--- config.mk ---
export PLATFORM = sky130hd
export DESIGN_NAME = tipi_nibble_port
export DESIGN_NICKNAME = d
export VERILOG_FILES = /design/src/rtl/tipi_nibble_port.sv
export SDC_FILE = /design/constraint.sdc
export NUM_CORES = 1
export LEC_CHECK = 0
export ABC_AREA = 1
export CELL_PAD_IN_SITES_DETAIL_PLACEMENT = 1
export CELL_PAD_IN_SITES_GLOBAL_PLACEMENT = 1
export CORE_MARGIN = 3
export CORE_UTILIZATION = 36
export DETAILED_ROUTE_END_ITERATION = 10
export MAX_ROUTING_LAYER = met4
export PLACE_DENSITY_LB_ADDON = 0.1
export SLEW_MARGIN = 15
export SYNTH_ARGS = -nofsm -noshare
export SYNTH_HDL_FRONTEND = slang
export SYNTH_SLANG_ARGS = --single-unit
--- constraint.sdc ---
create_clock -name clk -period 1.9 [get_ports clk]
set_input_delay 0.38 -clock clk [delete_from_list [all_inputs] [get_ports clk]]
set_output_delay 0.38 -clock clk [all_outputs]
set_load 0.005 [all_outputs]
--- src/rtl/tipi_nibble_port.sv ---
// Pi-side nibble transport for the TIPI latches: synchronizes the Pi strobe,
// framing reset and nibble bus, then runs the CMD/HI/LO byte transfer FSM.
module tipi_nibble_port #(
  parameter int SYNC_STAGES = 2
) (
  input  logic       clk,
  input  logic       r_reset,
  input  logic       r_clk,
  input  logic       r_nibrst,
  input  logic [3:0] r_nib_in,
  output logic [3:0] r_nib_out,
  output logic       r_nib_oe,
  input  logic [7:0] td,
  input  logic [7:0] tc,
  output logic [7:0] rd_q,
  output logic [7:0] rc_q,
  output logic       rd_wr,
  output logic       rc_wr,
  output logic       busy,
  output logic       cmd_err
);

  typedef enum logic [1:0] {
    S_CMD,
    S_HI,
    S_LO
  } state_t;

  logic [SYNC_STAGES-1:0]      clk_sync_q, clk_sync_d;
  logic [SYNC_STAGES-1:0]      rst_sync_q, rst_sync_d;
  logic [SYNC_STAGES-1:0][3:0] nib_sync_q, nib_sync_d;
  logic                        clk_prev_q, clk_prev_d;

  state_t     state_q, state_d;
  logic       wr_q, wr_d;
  logic [1:0] sel_q, sel_d;
  logic [7:0] snap_q, snap_d;
  logic [3:0] hi_q, hi_d;
  logic [7:0] rd_d, rc_d;
  logic [7:0] rd_r_q, rc_r_q;
  logic       rd_wr_q, rd_wr_d;
  logic       rc_wr_q, rc_wr_d;
  logic       oe_q, oe_d;
  logic [3:0] out_q, out_d;
  logic       err_q, err_d;

  logic       clk_s;
  logic       nrst_s;
  logic [3:0] nib_s;
  logic       strobe;
  logic [7:0] sel_val;

  // Nibble bus goes through the same depth as the strobe so it is
  // delay-matched when the rising edge is seen.
  always_comb begin
    clk_sync_d = {clk_sync_q[SYNC_STAGES-2:0], r_clk};
    rst_sync_d = {rst_sync_q[SYNC_STAGES-2:0], r_nibrst};
    nib_sync_d = {nib_sync_q[SYNC_STAGES-2:0], r_nib_in};
  end

  assign clk_s  = clk_sync_q[SYNC_STAGES-1];
  assign nrst_s = rst_sync_q[SYNC_STAGES-1];
  assign nib_s  = nib_sync_q[SYNC_STAGES-1];
  assign strobe = clk_s & ~clk_prev_q;
  assign clk_prev_d = clk_s;

  always_comb begin
    sel_val = td;
    unique case (nib_s[1:0])
      2'b00: sel_val = td;
      2'b01: sel_val = tc;
      2'b10: sel_val = rd_r_q;
      2'b11: sel_val = rc_r_q;
      default: sel_val = td;
    endcase
  end

  always_comb begin
    state_d = state_q;
    wr_d    = wr_q;
    sel_d   = sel_q;
    snap_d  = snap_q;
    hi_d    = hi_q;
    rd_d    = rd_r_q;
    rc_d    = rc_r_q;
    rd_wr_d = 1'b0;
    rc_wr_d = 1'b0;
    oe_d    = oe_q;
    out_d   = out_q;
    err_d   = err_q;
    if (nrst_s) begin
      state_d = S_CMD;
      oe_d    = 1'b0;
      out_d   = 4'h0;
    end else if (strobe) begin
      unique case (state_q)
        S_CMD: begin
          if (nib_s[2] || (nib_s[3] && !nib_s[1])) begin
            err_d = 1'b1;
          end else begin
            wr_d    = nib_s[3];
            sel_d   = nib_s[1:0];
            state_d = S_HI;
            if (!nib_s[3]) begin
              snap_d = sel_val;
              oe_d   = 1'b1;
              out_d  = sel_val[7:4];
            end
          end
        end
        S_HI: begin
          if (wr_q) hi_d = nib_s;
          else out_d = snap_q[3:0];
          state_d = S_LO;
        end
        S_LO: begin
          if (wr_q) begin
            if (sel_q[0]) begin
              rc_d    = {hi_q, nib_s};
              rc_wr_d = 1'b1;
            end else begin
              rd_d    = {hi_q, nib_s};
              rd_wr_d = 1'b1;
            end
          end else begin
            oe_d  = 1'b0;
            out_d = 4'h0;
          end
          state_d = S_CMD;
        end
        default: state_d = S_CMD;
      endcase
    end
  end

  always_ff @(posedge clk) begin
    if (r_reset) begin
      clk_sync_q <= '0;
      rst_sync_q <= '0;
      nib_sync_q <= '0;
      clk_prev_q <= 1'b0;
      state_q    <= S_CMD;
      wr_q       <= 1'b0;
      sel_q      <= 2'b00;
      snap_q     <= 8'h00;
      hi_q       <= 4'h0;
      rd_r_q     <= 8'h00;
      rc_r_q     <= 8'h00;
      rd_wr_q    <= 1'b0;
      rc_wr_q    <= 1'b0;
      oe_q       <= 1'b0;
      out_q      <= 4'h0;
      err_q      <= 1'b0;
    end else begin
      clk_sync_q <= clk_sync_d;
      rst_sync_q <= rst_sync_d;
      nib_sync_q <= nib_sync_d;
      clk_prev_q <= clk_prev_d;
      state_q    <= state_d;
      wr_q       <= wr_d;
      sel_q      <= sel_d;
      snap_q     <= snap_d;
      hi_q       <= hi_d;
      rd_r_q     <= rd_d;
      rc_r_q     <= rc_d;
      rd_wr_q    <= rd_wr_d;
      rc_wr_q    <= rc_wr_d;
      oe_q       <= oe_d;
      out_q      <= out_d;
      err_q      <= err_d;
    end
  end

  assign r_nib_out = oe_q ? out_q : 4'h0;
  assign r_nib_oe  = oe_q;
  assign rd_q      = rd_r_q;
  assign rc_q      = rc_r_q;
  assign rd_wr     = rd_wr_q;
  assign rc_wr     = rc_wr_q;
  assign busy      = (state_q != S_CMD);
  assign cmd_err   = err_q;

endmodule

==> flow_metrics.tcl, run 1 <==
set metrics [dict create \
    status "complete, no violations" \
    yosys_register_bits 49 \
    synth_area_per_cell_um2 7.14 \
    slowest_delay_ns 0.49 \
    grt_overflow 0 \
    antenna_found_initial 0 \
    crit_top_cell "inv_1" \
    maxSlewViolCount 0 \
    hold_violations 0 \
    worstPathMaxFanout 3 \
    vias_per_cell 4.76 \
    reg2regPathDepth 9 \
    period_share_pct 96.3 \
    area_growth_pct 30.6 \
    postCtsHoldBufs 0 \
    layout.cell_area.non_filler_um2 2980 \
    min_to "clk_sync_q[1]$_SDFF_PP0_" \
    cts_tree "built" \
    seq_power_share_pct 54.0 \
    synth_nets 350 \
    p_int_mw 1.44 \
    die-width_um 85.7 \
    fmax_ghz 0.546 \
    ir_drop_v 0.000488 \
    postPlaceCellArea_um2 2870 \
    core_area_um2 6030 \
    total_power_mw 1.99 \
    cts_root_buf "clkbuf_8" \
    num_io_pins 49 \
    gp_congestion 0.791 \
    cp-end-kind "primary output" \
    syn_inst 320 \
    layout_min_cycle_time_ns 1.83 \
    grt_pass1_wl_um 10500 \
    p_sw_mw 0.553 \
    clkTransAtPathRegs_ns 0.11 \
    fillers 767 \
    drt_first_iter_violations 105 \
    synth_edf_count 0 \
    clk-insertion-delay-late_ns 0.31 \
    sw_frac_of_total_pct 27.8 \
    post-place-ws_ns 0.219 \
    rsz0062_at_grt "false" \
    cp-start-kind "flop" \
    yosysWarnings 0 \
    clockBufferDepth 2 \
    dieHeight_um 85.7 \
    cts_inserted_buffers 5 \
    slew_headroom_pct 64.0 \
    hold_start "clk_sync_q[0]$_SDFF_PP0_" \
    cts_max_level 2 \
    use_met2_pct 33.1 \
    r2r-start "state_q[0]$_SDFFE_PP0P_" \
    grt_usage_pct 18.7 \
    cp.required_ns 1.52 \
    start_util_pct 37.9 \
    path_class "flop to primary output" \
    crit_slowest_cell "clkdlybuf4s50_1" \
    worst_slew_pin_slew_ns 0.538 \
    portBuffers 48 \
    cts.sinks 49 \
    synth_area_um2 2280 \
    grt_pass1_vias 2256 \
    wl_per_cell_um 14.1 \
    critPathArrivalTime_ns 1.45 \
    hold_ws_ns 0.411 \
    hold-path-cell-count 2 \
    comb_power_share_pct 12.1 \
    met3_usage_pct 3.27 \
    path_cells "inv_1 -> ha_2 -> inv_1 -> clkdlybuf4s50_1" \
    ant_nets 0 \
    drc 0 \
    worst-r2r-setup-slack_ns 0.26 \
    finClkSkew_ns 0.0107 \
    async_reset_ff_share_pct 0 \
    num-nets-final 406 \
    die_area_um2 7340 \
    vias 2151 \
    synth_seq_area_share_pct 42.9 \
    grt.busiest_layer "met2" \
    antennaDiodeCount 0 \
    p_per_area_nw_per_um2 668 \
    grt_util_met1_pct 21.5 \
    hold_path_class "flop to flop" \
    clockPowerShare_pct 33.9 \
    final-setup-viol-count 0 \
    dr.pass1.iters 4 \
    rr_endpoint "out_q[2]$_SDFFE_PP0P_" \
    rows 28 \
    synth_cell_types 29 \
    tns_ns 0 \
    grt_max_degree 27 \
    p_leak_nw 1.33 \
    drive_above_1_share_pct 10.3 \
    ys.flop_type "dfxtp_1" \
    setup_ws_ns 0.0700 \
    routed_wl_um 6380 \
    cap_viol_max_count 0 \
    hpwl_um 4940 \
]
==> worst max path at each step <==
stage	end	startpoint	cells after the start
4_1_cts	busy	state_q[0]$_SDFFE_PP0P_	4
5_1_grt	busy	state_q[1]$_SDFFE_PP0P_	4
3_3_place_gp	state_q[1]$_SDFFE_PP0P_	r_reset	4
2_1_floorplan	out_q[0]$_SDFFE_PP0P_	state_q[1]$_SDFFE_PP0P_	9
3_5_place_dp	state_q[1]$_SDFFE_PP0P_	r_reset	4
6_report	busy	state_q[0]$_SDFFE_PP0P_	4
==> layer usage <==
metal	vias to the layer above	share of wire, %
li1	1101	-
met1	1004	44
met2	39	51
met3	7	3.9
met4	0	0.96
met5	-	0
==> area by class of cell <==
class	instances	area, µm²	area share (%)
Clock inverter	3	28.8	0.965
Inverter	52	200	6.71
Timing Repair Buffer	55	533	17.9
Sequential cell	49	983	33.0
Clock buffer	5	68.8	2.31
Multi-Input combinational cell	213	1070	36.0
Tap cell	75	93.8	3.15
==> stage by stage <==
stage                     std cells  utilization (%)
after global placement          442             47.5
after global routing            452             49.5
after detailed placement        442             47.5
after CTS                       452             49.5
final                           452             49.5
after floorplan                 320                -
==> logic make-up (layout without fill, tap and decap cells) <==
kind of cell    after synthesis  after routing  share of synthesized area (%)
simple gates                163            163                           33.7
buf+inv                      58            115                           10.1
flops                        49             49                           42.9
compound gates               44             44                           9.91
fa+ha+maj                     6              6                           3.29
==> cells in the final DEF (no fill, tap or decap), drive strengths merged <==
cell            n
nand2          59
buf             7
ha              6
nor2           76
o211ai          1
o21ai          29
a21oi          12
clkinv          3
nand4           9
nor3            2
a31oi           1
inv            52
nand3b          1
clkdlybuf4s50  48
dfxtp          49
nand3          16
a21boi          1
clkbuf          5
==> critical path: cells and delay by family, from the launching register on <==
kind | cells | cell delay (ns)
buf+inv | 3 | 0.61
fa+ha+maj | 1 | 0.19
flops | 1 | 0.34
==> what timing repair did <==
action                                  in CTS  in global routing
buffers inserted                             2                  0
gates resized for setup                      2                  1
endpoints found under the setup margin       1                  1
==> synthesized netlist by cell type (2+ instances only) <==
cell       n  area (µm²)
a21oi_1   12        60.1
buf_4      2        15.0
clkbuf_1   2        7.51
dfxtp_1   49         981
ha_1       6        75.1
inv_1     47         176
inv_2      3        11.3
nand2_1   53         199
nand2_2    6        37.5
nand3_1   12        60.1
nand3_2    3        30.0
nand4_1    9        56.3
nor2_1    71         267
nor2_4     2        22.5
nor2_8     2        40.0
o21ai_0   25         125
o21ai_1    4        20.0
==> sequential cells by signal (all words and copies together) (netlist names) <==
name,cells
state_q,2
out_q,4
clk_sync_q,2
sel_q,1
hi_q,4
rd_wr,1
nib_sync_d,4
snap_q,4
rst_sync_q,2
nib_s,4
rc_q,8
r_nib_oe,1
clk_prev_q,1
rd_q,8
rc_wr,1
cmd_err,1
wr_q,1
==> power groups by stage <==
| stage | logic [mW] | registers, mW | clock network (mW) |
|---|---|---|---|
| after floorplan | 0.140 | 1.09 | 0 |
| after global placement | 0.230 | 1.10 | 0 |
| after detailed placement | 0.238 | 1.10 | 0 |
| after CTS | 0.244 | 1.08 | 0.696 |
| after global routing | 0.273 | 1.08 | 0.741 |
| final | 0.241 | 1.08 | 0.676 |
Note: power is estimated with default switching activity, not from simulation.
==> run 2: changes to the inputs <==
--- a/config.mk
+++ b/config.mk
@@ -13,6 +13,7 @@
 export DETAILED_ROUTE_END_ITERATION = 10
 export MAX_ROUTING_LAYER = met4
 export PLACE_DENSITY_LB_ADDON = 0.1
+export SKIP_CTS_REPAIR_TIMING = 1
 export SLEW_MARGIN = 15
 export SYNTH_ARGS = -nofsm -noshare
 export SYNTH_HDL_FRONTEND = slang
==> run 2 against run 1 <==
- sequential cell count did not move
- largest cell class unchanged
- combinational power barely moved
- clock skew barely moved
- global-route usage barely moved
- wire length fell by 0.47%
- worst hold slack got worse by 0.00071 ns
- die area did not move
- critical path type unchanged
- clock power fell by 0.9%
- utilization barely moved
- clock-buffer cell count did not move
- cell count did not move
==> flow_metrics.tcl, run 2 (synthesized netlist as in run 1, its figures left out) <==
set metrics [dict create \
    grt_overflow 0 \
    antennaDiodeCount 0 \
    hold_violations 0 \
    final_cells 452 \
    num_io_pins 49 \
    grt_usage_pct 18.7 \
    grt_max_degree 27 \
    grt_pass1_wl_um 10500 \
    setup_ws_ns 0.0518 \
    maxSlewViolCount 0 \
    hpwl_um 4940 \
    dieHeight_um 85.7 \
    grt_pass1_vias 2247 \
    period_share_pct 97.3 \
    worstPathMaxFanout 3 \
    start_util_pct 37.9 \
    post-place-ws_ns 0.219 \
    cts.sinks 49 \
    cap_viol_max_count 0 \
    layout_common_cells "nor2_1, nand2_1, clkdlybuf4s50_1" \
    fillers 766 \
    hold_path_class "flop to flop" \
    cp.required_ns 1.52 \
    ir_drop_v 0.000489 \
    antenna_found_initial 0 \
    cts_tree "built" \
    dr.pass1.iters 4 \
    p_leak_nw 1.33 \
    dp.cells 442 \
    vias 2153 \
    portBuffers 48 \
    wl_per_cell_um 14.0 \
    layout_min_cycle_time_ns 1.85 \
    status "complete, no violations" \
    final-setup-viol-count 0 \
    cp-start-kind "flop" \
    num-nets-final 406 \
    path_class "flop to primary output" \
    clk-insertion-delay-late_ns 0.31 \
    layout_commonest_cell "nor2_1" \
    area_growth_pct 30.7 \
    worst_slew_pin_slew_ns 0.527 \
    clkTransAtPathRegs_ns 0.10 \
    vias_per_cell 4.76 \
    drt_first_iter_violations 78 \
    finClkSkew_ns 0.0108 \
    ant_nets 0 \
    drc 0 \
    die-width_um 85.7 \
    routed_wl_um 6350 \
    critPathArrivalTime_ns 1.47 \
    cts_max_level 2 \
    cts_root_buf "clkbuf_8" \
    cts_inserted_buffers 5 \
    fmax_ghz 0.541 \
    rows 28 \
    core_area_um2 6030 \
    worst-r2r-setup-slack_ns 0.32 \
    slew_headroom_pct 64.7 \
    p_per_area_nw_per_um2 665 \
    gp_congestion 0.791 \
    drive_above_1_share_pct 10.3 \
    clockBufferDepth 2 \
    die_area_um2 7340 \
    cp-end-kind "primary output" \
]
==> run 2: report_power, final <==
group          switching, mW  total (mW)  internal, mW
Combinational          0.130       0.240         0.110
Sequential            0.0228        1.07          1.05
Clock                  0.394       0.670         0.276
==> run 2: routing by layer <==
metal / share of wire, % / up-vias / track usage [%]
met3: 3.6 / 7 / 3.27
met1: 44 / 1001 / 21.4
met2: 51 / 39 / 33.1
met4: 0.96 / 0 / 5.76
li1: - / 1106 / -
met5: 0 / - / -
==> run 2: worst max-delay path, stage by stage (launching register included) <==
cell             delay [ns]
dfxtp_4                0.36
inv_1                  0.07
ha_2                   0.19
inv_1                  0.05
clkdlybuf4s50_1        0.49
==> run 2: cell type report <==
class / instances / area, µm² / area share [%]
multi-input cells: 213 / 1070 / 36.0
flip-flops and latches: 49 / 986 / 33.0
repair buffers: 55 / 533 / 17.9
inverters: 52 / 200 / 6.71
well taps: 75 / 93.8 / 3.14
clock buffers: 5 / 68.8 / 2.31
clock inverters: 3 / 28.8 / 0.964
==> run 2: worst paths after layout <==
path	to	start	cells past startpoint
setup / recovery	busy	state_q[0]$_SDFFE_PP0P_	4
hold / removal	clk_sync_q[1]$_SDFF_PP0_	clk_sync_q[0]$_SDFF_PP0_	2
setup reg to reg	rc_q[0]$_SDFFE_PP0P_	state_q[0]$_SDFFE_PP0P_	7
hold reg to reg	clk_sync_q[1]$_SDFF_PP0_	clk_sync_q[0]$_SDFF_PP0_	2
==> run 2: per-stage QoR <==
step | setup TNS (ns) | hold slack [ns] | utilization (%) | cell area (µm²) | total power [mW]
3_3_place_gp | 0 | 0.390 | 47.5 | 2870 | 1.33
6_report | 0 | 0.410 | 49.5 | 2990 | 1.98
3_5_place_dp | 0 | 0.397 | 47.5 | 2870 | 1.34
4_1_cts | -0.102 | 0.415 | 49.2 | 2960 | 2.01
2_1_floorplan | 0 | 0.388 | - | 2280 | 1.23
5_1_grt | -0.00275 | 0.438 | 49.5 | 2990 | 2.09
==> run 3: changes to the inputs <==
--- a/config.mk
+++ b/config.mk
@@ -8,7 +8,7 @@
 export ABC_AREA = 1
 export CELL_PAD_IN_SITES_DETAIL_PLACEMENT = 1
 export CELL_PAD_IN_SITES_GLOBAL_PLACEMENT = 1
-export CORE_MARGIN = 3
+export CORE_MARGIN = 1.5
 export CORE_UTILIZATION = 36
 export DETAILED_ROUTE_END_ITERATION = 10
 export MAX_ROUTING_LAYER = met4
==> run 3 against run 2 <==
- highest routed layer unchanged
- sequential share of layout area is 0.14 points higher
- worst hold slack worse by 0.0035 ns
- cell area is 0.42% lower
- critical endpoint is now r_nib_out[3]
- wire length is 7.2% lower
- power hardly changed
- cell count is 0.44% lower
- sequential power hardly changed
- via count is 1.3% lower
- clock-buffer cell count stayed put
- sequential cell count stayed put
- fmax is 5.1% higher
- utilization is 0.21 points lower
==> flow_metrics.tcl, run 3 (synthesized netlist as in run 1, its figures left out) <==
set metrics [dict create \
    status "complete, no violations" \
    clockPowerShare_pct 34.1 \
    worst_slew_pin_slew_ns 0.519 \
    setup_ws_ns 0.142 \
    clk-insertion-delay-late_ns 0.32 \
    cts_tree "built" \
    area_growth_pct 30.1 \
    clkTransAtPathRegs_ns 0.11 \
    dr.pass1.iters 4 \
    cts_root_buf "clkbuf_8" \
    final-setup-viol-count 0 \
    layout_commonest_cell "nor2_1" \
    num_io_pins 49 \
    cts_inserted_buffers 5 \
    grt_pass1_wl_um 9610 \
    ant_nets 0 \
    slew_headroom_pct 65.3 \
    finClkSkew_ns 0.0120 \
    path_cells "nand2_1 -> inv_1 -> clkdlybuf4s50_1" \
    comb_power_share_pct 11.7 \
    core_area_um2 6030 \
    cts_max_level 2 \
    gp_congestion 0.765 \
    crit_slowest_cell "clkdlybuf4s50_1" \
    critPathArrivalTime_ns 1.38 \
    hold_path_class "flop to flop" \
    seq_power_share_pct 54.3 \
    final_cells 450 \
    die_area_um2 6830 \
    slowest_delay_ns 0.49 \
    p_int_mw 1.44 \
    drt_first_iter_violations 67 \
    r2r-start "state_q[1]$_SDFFE_PP0P_" \
    drive_above_1_share_pct 10.1 \
    worstPathMaxFanout 6 \
    cp-end-kind "primary output" \
    vias_per_cell 4.72 \
    routed_wl_um 5890 \
    post-place-ws_ns 0.189 \
    postPlaceCellArea_um2 2860 \
    dieHeight_um 82.7 \
    cp-start-kind "flop" \
    clockBufferDepth 2 \
    grt_max_degree 27 \
    layout_common_cells "nor2_1, nand2_1, dfxtp_1, clkdlybuf4s50_1, inv_1" \
    die-width_um 82.7 \
    p_per_area_nw_per_um2 667 \
    hold_ws_ns 0.407 \
    reg2regPathDepth 9 \
    crit_buf_inv 2 \
    tns_ns 0 \
    hpwl_um 4610 \
    grt_usage_pct 19.4 \
    hold_violations 0 \
    antennaDiodeCount 0 \
    grt_overflow 0 \
    grt_pass1_vias 2121 \
    dp.cells 441 \
    ir_drop_v 0.000397 \
    maxSlewViolCount 0 \
    final_util_pct 49.3 \
    hold-path-cell-count 2 \
    total_power_mw 1.98 \
    hold_start "rst_sync_q[0]$_SDFF_PP0_" \
    drc 0 \
    cp.required_ns 1.52 \
    min_to "rst_sync_q[1]$_SDFF_PP0_" \
    rsz0062_at_grt "false" \
    fmax_ghz 0.569 \
    num-nets-final 404 \
    wl_per_cell_um 13.1 \
    rr_endpoint "out_q[3]$_SDFFE_PP0P_" \
    cap_viol_max_count 0 \
    layout_min_cycle_time_ns 1.76 \
    p_leak_nw 1.33 \
    layout.cell_area.non_filler_um2 2970 \
    sw_frac_of_total_pct 27.6 \
    vias 2125 \
    fillers 799 \
    p_sw_mw 0.548 \
    rows 28 \
    cts.sinks 49 \
    portBuffers 48 \
    start_util_pct 37.9 \
    worst_path_dominant_cell_family "buffers and inverters" \
    worst-r2r-setup-slack_ns 0.36 \
    antenna_found_initial 0 \
    period_share_pct 92.5 \
    path_class "flop to primary output" \
]
==> run 3: cell count changes in the layout (fill, tap and decap cells not counted) <==
cell             before  now
buf_4                 7    5
clkdlybuf4s50_1      48   47
dlymetal6s2s_1        0    1
inv_1                47   46
inv_2                 3    4
==> run 3: layer usage <==
metal  share of wire, %  routed length [µm]  global-route usage (%)  vias up
li1                   -                   -                       -     1098
met2                 50                2950                    34.3       35
met4                1.2                  70                    5.50        0
met3                3.5                 205                    3.30        7
met1                 45                2660                    22.6      985
met5                  0                   0                       -        -
==> run 3: how the worst max path moves through the flow <==
stage / end / slack [ns] / cells past startpoint / from
finish: r_nib_out[3] / 0.14 / 3 / r_nib_oe$_SDFFE_PP0P_
global route: r_nib_out[0] / 0.05 / 3 / r_nib_oe$_SDFFE_PP0P_
CTS: busy / -0.13 / 4 / state_q[0]$_SDFFE_PP0P_
detailed placement: state_q[1]$_SDFFE_PP0P_ / 0.19 / 4 / r_reset
global placement: state_q[1]$_SDFFE_PP0P_ / 0.24 / 4 / r_reset
floorplan: out_q[0]$_SDFFE_PP0P_ / 0.53 / 9 / state_q[1]$_SDFFE_PP0P_
==> run 3: area by class of cell <==
class | instances | area (µm²) | area share [%]
multi-input cells | 213 | 1070 | 36.2
flip-flops and latches | 49 | 986 | 33.2
repair buffers | 53 | 520 | 17.5
inverters | 52 | 200 | 6.73
well taps | 75 | 93.8 | 3.16
clock buffers | 5 | 68.8 | 2.31
clock inverters | 3 | 28.8 | 0.968
==> run 3: power groups by stage <==
stage	registers, mW	logic, mW	clock network (mW)
finish	1.08	0.232	0.676
global route	1.08	0.265	0.743
CTS	1.08	0.235	0.701
detailed placement	1.10	0.233	0
global placement	1.10	0.226	0
floorplan	1.09	0.140	0
==> run 3: worst reg2reg max path, delay by kind of cell (launching register included) <==
kind,cells,cell delay (ns)
and+or+nand+nor,7,0.79
DFF,1,0.38
adders and majority gates,1,0.26
buffers and inverters,1,0.06
